[src/rtl/div_ctrl_pkg.sv]
// Shared widths, constants and state encoding for the EX-stage divide initiator.
package div_ctrl_pkg;

  localparam int DATA_W = 32;
  localparam int CNT_W  = 4;

  localparam logic [DATA_W-1:0] INT_MIN  = 32'h8000_0000;
  localparam logic [DATA_W-1:0] ALL_ONES = 32'hFFFF_FFFF;

  typedef enum logic [1:0] {
    DIV_IDLE    = 2'd0,
    DIV_WAIT    = 2'd1,
    DIV_CORRECT = 2'd2,
    DIV_DONE    = 2'd3
  } div_state_e;

  // INT_MIN / -1 cannot be represented; it takes the fixed special result.
  function automatic logic is_overflow(input logic [DATA_W-1:0] op1,
                                       input logic [DATA_W-1:0] op2);
    return (op1 == INT_MIN) && (op2 == ALL_ONES);
  endfunction

endpackage

[src/rtl/div_fixup.sv]
// Sign correction of the raw divider output into truncating-division quotient/remainder.
module div_fixup
  import div_ctrl_pkg::*;
(
  input  logic [DATA_W-1:0] raw_rem,
  input  logic [DATA_W-1:0] raw_quo,
  input  logic [DATA_W-1:0] dividend,
  input  logic [DATA_W-1:0] divisor,
  output logic [DATA_W-1:0] rem,
  output logic [DATA_W-1:0] quo
);

  logic need_fix;
  logic same_sign;

  // A nonzero remainder must carry the dividend's sign.
  assign need_fix  = (raw_rem != '0) && (raw_rem[DATA_W-1] != dividend[DATA_W-1]);
  assign same_sign = (dividend[DATA_W-1] == divisor[DATA_W-1]);

  always_comb begin
    rem = raw_rem;
    quo = raw_quo;
    if (need_fix) begin
      if (same_sign) begin
        rem = raw_rem + divisor;
        quo = raw_quo - 1'b1;
      end else begin
        rem = raw_rem - divisor;
        quo = raw_quo + 1'b1;
      end
    end
  end

endmodule

[src/rtl/div_ctrl.sv]
// EX-stage initiator for the combinational signed divider array: stalls EX, drives
// the array for DIV_CYCLES, then returns one corrected quotient or remainder.
module div_ctrl
  import div_ctrl_pkg::*;
#(
  parameter int DIV_CYCLES = 4
) (
  input  logic                  clk,
  input  logic                  rst,
  input  logic                  ex_div_req,
  input  logic                  ex_is_rem,
  input  logic [DATA_W-1:0]     ex_op1,
  input  logic [DATA_W-1:0]     ex_op2,
  input  logic                  flush,
  output logic                  stall_req,
  output logic                  result_valid,
  output logic [DATA_W-1:0]     result,
  output logic                  div_en,
  output logic [DATA_W-1:0]     div_op1,
  output logic [DATA_W-1:0]     div_op2,
  input  logic                  div_done,
  input  logic [2*DATA_W-1:0]   div_result
);

  localparam logic [CNT_W-1:0] CNT_LAST = CNT_W'(DIV_CYCLES - 1);

  div_state_e        state_q, state_d;
  logic [CNT_W-1:0]  cnt_q;
  logic              is_rem_q;
  logic [DATA_W-1:0] raw_rem_q, raw_quo_q;
  logic [DATA_W-1:0] fix_rem, fix_quo;
  logic              start;
  logic              special;
  logic              wait_exit;

  assign start     = ex_div_req && !flush;
  assign special   = (ex_op2 == '0) || is_overflow(ex_op1, ex_op2);
  assign wait_exit = div_done || (cnt_q == CNT_LAST);

  // DONE is the one cycle EX is allowed to advance with the result.
  assign stall_req = ex_div_req && (state_q != DIV_DONE) && !flush;

  always_comb begin
    state_d = state_q;
    case (state_q)
      DIV_IDLE:    if (start) state_d = special ? DIV_DONE : DIV_WAIT;
      DIV_WAIT:    if (wait_exit) state_d = DIV_CORRECT;
      DIV_CORRECT: state_d = DIV_DONE;
      DIV_DONE:    state_d = DIV_IDLE;
      default:     state_d = DIV_IDLE;
    endcase
    if (flush) state_d = DIV_IDLE;
  end

  div_fixup u_fixup (
    .raw_rem  (raw_rem_q),
    .raw_quo  (raw_quo_q),
    .dividend (div_op1),
    .divisor  (div_op2),
    .rem      (fix_rem),
    .quo      (fix_quo)
  );

  always_ff @(posedge clk) begin
    if (rst) begin
      state_q      <= DIV_IDLE;
      cnt_q        <= '0;
      is_rem_q     <= 1'b0;
      raw_rem_q    <= '0;
      raw_quo_q    <= '0;
      div_en       <= 1'b0;
      div_op1      <= '0;
      div_op2      <= '0;
      result       <= '0;
      result_valid <= 1'b0;
    end else begin
      state_q      <= state_d;
      result_valid <= (state_d == DIV_DONE);
      case (state_q)
        DIV_IDLE: begin
          if (start) begin
            div_op1  <= ex_op1;
            div_op2  <= ex_op2;
            is_rem_q <= ex_is_rem;
            if (ex_op2 == '0) begin
              result <= ex_is_rem ? ex_op1 : ALL_ONES;
            end else if (is_overflow(ex_op1, ex_op2)) begin
              result <= ex_is_rem ? '0 : INT_MIN;
            end else begin
              div_en <= 1'b1;
              cnt_q  <= '0;
            end
          end
        end
        DIV_WAIT: begin
          cnt_q <= cnt_q + 1'b1;
          if (wait_exit) begin
            raw_rem_q <= div_result[2*DATA_W-1:DATA_W];
            raw_quo_q <= div_result[DATA_W-1:0];
            div_en    <= 1'b0;
          end
        end
        DIV_CORRECT: begin
          if (!flush) result <= is_rem_q ? fix_rem : fix_quo;
        end
        default: ;
      endcase
      if (flush) div_en <= 1'b0;
    end
  end

endmodule

[config.mk]
export PLATFORM = sky130hd
export DESIGN_NAME = div_ctrl
export DESIGN_NICKNAME = d
export VERILOG_FILES = /design/src/rtl/div_ctrl_pkg.sv /design/src/rtl/div_fixup.sv /design/src/rtl/div_ctrl.sv
export SDC_FILE = /design/constraint.sdc
export NUM_CORES = 1
export LEC_CHECK = 0
export BUFFER_PORTS_ARGS = -buffer_cell sky130_fd_sc_hd__buf_2
export CORE_MARGIN = 2
export CORE_UTILIZATION = 50
export CTS_BUF_LIST = sky130_fd_sc_hd__clkbuf_8
export DETAILED_ROUTE_END_ITERATION = 8
export GPL_TIMING_DRIVEN = 0
export MAX_ROUTING_LAYER = met4
export PLACE_DENSITY_LB_ADDON = 0.2
export SYNTH_ARGS = -nofsm -noshare
export SYNTH_HDL_FRONTEND = slang
export SYNTH_SLANG_ARGS = --single-unit
[constraint.sdc]
create_clock -name clk -period 10.6 [get_ports clk]
set_input_delay 0.53 -clock clk [delete_from_list [all_inputs] [get_ports clk]]
set_output_delay 0.53 -clock clk [all_outputs]
set_load 0.01 [all_outputs]
* Yosys cells after proc, flatten, opt, wreduce, memory -nomap -nowiden *
Cells that the tools add are included.

word-level totals
  output and inout bits = 99
  flip-flop bits (word level) = 169
  input port bits = 134

cells by class
  reductions and logical operators = 19
  add/sub/neg operators = 5
  mux-type cells = 26
  equal/unequal tests = 16

operators with widths
  kind                                                 count
  2-to-1 mux 32 bit                                    11
  equality test 32 bit, second input constant          2
  case mux 32 bit (2 select lines)                     1
  adder 32 x 1 -> 32 bit, second input constant        1
  adder 32 bit                                         1
  logical NOT 32 bit                                   1
  nonzero test 32 bit                                  1
  subtractor 32 x 1 -> 32 bit, second input constant   1
  subtractor 32 bit                                    1
  2-to-1 mux 4 bit                                     3
  != test 2 bit, second input constant                 6
  2-to-1 mux 2 bit                                     4
  case mux 2 bit (4 select lines)                      1
  case mux 4 bit (2 select lines)                      1
  AND reduction 4 bit                                  2
  equality test 2 bit, second input constant           3
  logical AND 1 bit                                    5
  AND reduction 5 bit                                  1
  adder 4 x 1 -> 4 bit, second input constant          1
  equality test 4 x 2 -> 1 bit, second input constant  1
  2-to-1 mux 1 bit                                     4
  AND reduction 2 bit                                  2
  nonzero test 2 bit                                   2
  != test 3 bit, second input constant                 1
  other kinds (8)                                      9

* Depth between registers and ports, before layout *
  word-level depth = 8
  mapped depth = 19

* Cells and area by module *
Synthesis repeated with hierarchy kept, for this count alone.

unflattened totals
  cell total of the unflattened synthesis = 1613
  area, all modules = 11935.2 sq um

by module, submodules not included
  module     cells each  area each (sq um)  times used  sequential area each (sq um)
  div_ctrl   908         7161.9             1           3383.2
  div_fixup  705         4773.3             1           0.0

* Least setup slack after synthesis *
No wires, ideal clock.

  path kind = register to register
  start point = register div_op2[7]
  end point = register result[31]
  arrival = 4.151 ns
  setup slack = 6.363 ns
  data required time = 10.514 ns
  cell stages (with the launch flop) = 19
  setup time = 0.086 ns
  clock period less this slack = 4.237 ns
  cell sequence = dfxtp_1 > or4_4 > nor3_4 > nand2_2 > or3_1 > or2_4 > o21ai_0 > xnor2_1 > ha_1 > clkbuf_1 > a21oi_1 > o21ai_0 > and3b_1 > o21ai_1 > a41oi_1 > or4_1 > o21ai_0 > a21oi_1 > a211oi_1

on the way
  word-level cells in the longest chain between the ends = 6

RTL lines
  item                                               line                              RTL
  start: declaration                                 div_ctrl.sv:20                    output logic [DATA_W-1:0] div_op2,
  start signal: assignment                           div_ctrl.sv:83                    div_op2 <= ex_op2;
  subtractor 32 bit or adder 32 bit (tied branches)  div_fixup.sv:28, div_fixup.sv:25
  2-to-1 mux 32 bit *                                div_fixup.sv:24                   if (same_sign) begin
  2-to-1 mux 32 bit *                                div_fixup.sv:23                   if (need_fix) begin
  2-to-1 mux 32 bit * (2 in series)                  div_ctrl.sv:104                   if (!flush) result <= is_rem_q ? fix_rem : fix_quo;
  case mux 32 bit (2 select lines) *                 div_ctrl.sv:79                    case (state_q)
  end signal: assignment                             div_ctrl.sv:86                    result <= ex_is_rem ? ex_op1 : ALL_ONES;
  end signal: assignment                             div_ctrl.sv:88                    result <= ex_is_rem ? '0 : INT_MIN;
  end signal: assignment                             div_ctrl.sv:104
  end: declaration                                   div_ctrl.sv:17                    output logic [DATA_W-1:0] result,

Every way passes the cells marked *; elsewhere a longest branch is shown, timed or not. The select of a mux whose other input is x is not followed.
A chain may end at the register's enable or synchronous reset.

* Worst setup path in the final report *
  start point = register div_op1[31]
  end point = register result[31]

on the way
  word-level cells in the longest chain between the ends = 6

RTL lines
  item                                                    line                              RTL
  start: declaration                                      div_ctrl.sv:19                    output logic [DATA_W-1:0] div_op1,
  start signal: assignment                                div_ctrl.sv:82                    div_op1 <= ex_op1;
  equality test 1 bit or != test 1 bit (tied branches)    div_fixup.sv:18, div_fixup.sv:17
  2-to-1 mux 32 bit or logical AND 1 bit (tied branches)  div_fixup.sv:24, div_fixup.sv:17
  2-to-1 mux 32 bit                                       div_fixup.sv:23
  2-to-1 mux 32 bit * (2 in series)                       div_ctrl.sv:104
  case mux 32 bit (2 select lines) *                      div_ctrl.sv:79

Marked as above.

==> results_dict.tcl <==
set metrics [dict create \
    power.density_mw_per_mm2 118 \
    maximum_number_of_pins_on_one_net_before_global_route_repair 40 \
    synth_top_area_share_pct 29.5 \
    share_comb_of_total_power_pct 27.3 \
    power.switching_fraction_pct 36.0 \
    timing_worst_slew_pin_value_ps 1190 \
    timing.setup.tns_ps 0 \
    grt.overflow.total 0 \
    slew-limit-headroom_pct 20.0 \
    max_cap_violations 0 \
    wl_um 42200 \
    cts-buffers-inserted 17 \
    design.final.nets 1996 \
    p_int_mw 1.01 \
    initial_antenna_violation_count 1 \
    floorplan.die.width_um 156 \
    syn_area_cell_um2 7.44 \
    synth.cell_area_mm2 0.0115 \
    clock-sinks 169 \
    areaGrowthSynthToFinish_pct 16.6 \
    number_of_optimization_iterations_in_the_first_detailed_route_pass 8 \
    final_area_mm2 0.0134 \
    final_max_slew_viol_count 0 \
    timing.critical_path.required_ps 10990 \
    share_seq_of_total_power_pct 42.6 \
    maxClockFrequency_mhz 192 \
    timing.critical_path.arrival_ps 5610 \
    gpl.final_weighted_congestion 1.03 \
    yosys_register_bits 169 \
    grt_first_pass_wirelength_um 63700 \
    unrepaired_setup_endpoints_after_global_routing "no" \
    later_pin_clock_latency_in_the_skew_report_ps 480 \
    synthFlopType "dfxtp_1" \
    cts_root_buffer "clkbuf_8" \
    portion_of_total_power_attributed_to_the_clock_network_pct 30.1 \
    area_of_the_multi_input_gates_mm2 0.00764 \
    timing.final.crit_share_pct 49.2 \
    seq_area_frac_synth_pct 29.5 \
    groute.usage.overall_pct 35.1 \
    start_kind "flip-flop" \
    timing_worst_setup_path_type "flip-flop to flip-flop" \
    bufs_on_longest_clock_path 2 \
    period_minus_slack_ps 5210 \
    via_per_inst 6.05 \
    synthDominantAreaCellType "dfxtp_1" \
    wl_per_cell_um 20.2 \
    dpl-instance-area_mm2 0.0130 \
    ffs_w_async_s_r_synth_pct 0 \
    die-area_mm2 0.0242 \
    synth_top_cells_by_area "dfxtp_1 29%, nand2_1 11%, a21oi_1 9.5%" \
    synth_edf_count 0 \
    synth-warning-count 0 \
    postCtsResizedCells 0 \
    routed-via-count 12651 \
    fillerInstances 2217 \
    detailedRoute.firstIterationViolations 1187 \
    p_sw_uw 570 \
    fp.coreArea_mm2 0.0226 \
    drcViolationCount 0 \
    gate_count_of_the_mapped_netlist 1542 \
    detail-route-antenna-nets 0 \
    worst_clock_skew_ps 18.7 \
    num_io_pins 233 \
    hold_viol_final 0 \
    critical_path_peak_fanout 39 \
    max-vdd-ir-drop_mv 0.0656 \
    htreeDepth 4 \
    clk_pin_slew_ps 100 \
    cts_hold_buf 0 \
    critical_path.endpoint_type "flip-flop" \
    vertical_extent_of_the_die_um 156 \
    postCtsSetupBuffers 0 \
    p_leak_nw 5.69 \
    port-buffer-count 231 \
    synth_cell_type_count 72 \
    cts_tree "done" \
    register_area_mm2 0.00338 \
    floorplan.initialDensity_pct 50.8 \
    drive_above_1_share_pct 16.8 \
    status "finished clean" \
    final_setup_violations 0 \
    rows 55 \
    worstHoldPathType "primary input to flip-flop" \
    grt_pass1_vias 11335 \
    synth_fp_nets 1746 \
    dpl.hpwl_um 33900 \
]
-- metal layers --
layer,part of all wire (%),global-route usage (%)
met1,43,45.6
met2,46,56.9
met3,8.2,4.93
met4,2.9,10.9
met5,0,-
-- power groups by stage --
stage	Combinational [mW]	Sequential, mW	Clock, mW
3_5_place_dp	0.419	0.689	0
5_1_grt	0.468	0.677	0.504
3_3_place_gp	0.416	0.689	0
4_1_cts	0.422	0.674	0.478
2_1_floorplan	0.273	0.689	0
6_report	0.432	0.675	0.476
-- synth_stat cells (all sizes together), types with 3 or more instances --
library cell,count
o22ai,3
or3,8
mux2i,9
or4,5
nor3b,3
a211oi,22
or2,4
nand2b,7
xnor2,57
o21ai,89
dfxtp,169
o41ai,4
and4,3
a2111oi,3
mux4,18
nor2,103
a31o,6
inv,28
o31ai,8
clkbuf,80
o21a,8
a31oi,15
xor2,25
o21bai,8
nor2b,9
ha,68
a21oi,217
nand2,345
nor3,37
a21o,36
nand3,17
a311oi,11
a211o,6
o211ai,20
nand4,24
nor4,27
buf,12
-- cell type report --
class	count	area share, %
Inverter	28	0.786
Tap cell	285	2.67
Buffer	92	2.59
Clock buffer	18	1.85
Timing Repair Buffer	231	8.64
Multi-Input combinational cell	1253	57.1
Sequential cell	169	25.3
Clock inverter	14	1.03
Antenna cell	1	0.0187
-- stage by stage --
stage                     hold slack, ps  std cells  total power [mW]  setup WS [ps]  utilization (%)
after global placement               438       2058              1.10           5600             57.5
after detailed placement             443       2058              1.11           5560             57.5
final                                274       2091              1.58           5390             59.3
after floorplan                      449       1542             0.962           6360                -
after global routing                 270       2091              1.65           5200             59.3
after CTS                            262       2090              1.57           5520             59.3
-- cell families after synthesis --
group,after synthesis,share of synthesized area (%)
AOI/OAI and AO/OA,472,24.9
xor gates and xnor gates,82,6.26
adders and majority gates,70,7.76
buffers and inverters,120,3.94
DFF,169,29.5
muxes,27,4.43
and+or+nand+nor,602,23.2
-- path summary, 6_finish.rpt --
check	start	cells after the start	slack (ps)	to
worst max-delay path	div_op1[31]	13	5390	result[31]
worst min-delay path	div_result[14]	3	270	raw_quo_q[14]
worst max register to register	div_op1[31]	13	5390	result[31]
worst min register to register	div_op1[16]	2	460	div_op1[16]
-- registers in the layout (all words and copies together), names as in the netlist --
name,count
is_rem_q,1
result_valid,1
div_en,1
state_q,2
result,32
raw_quo_q,32
raw_rem_q,32
div_op1,32
div_op2,32
cnt_q,4
-- cells in the final DEF (no fill, tap or decap), types with 5 or more instances in the layout --
cell and instances:
nor3_1 36, nand2_1 343, clkbuf_1 80, clkbuf_8 18, a211o_1 6, o21bai_1 8, nor2b_1 9, dfxtp_1 169
nand2b_1 7, o211ai_1 20, ha_1 68, inv_1 28, buf_2 232, a21o_1 36, a31o_2 6, mux4_2 18
a211oi_1 22, xor2_1 25, nand3_1 17, a311oi_1 11, xnor2_1 57, a31oi_1 14, o21ai_0 84, o31ai_1 7
o21a_1 8, a21oi_1 217, mux2i_1 8, nor4_1 26, or3_1 7, o21ai_1 5, inv_6 5, nand4_1 24
buf_1 11, nor2_1 102
-- critical path, cell delays in order (launching register included) --
cell and delay, ps:
dfxtp_1 550, xor2_1 680, inv_2 560, ha_1 460, clkbuf_1 360, nand4_1 240, nor3_1 350, nand3_1 160
a2111oi_0 680, o22ai_1 290, mux2i_1 240, xnor2_1 160, o21ai_0 100, a211oi_1 250
Power figures use the tool's default switching activity.
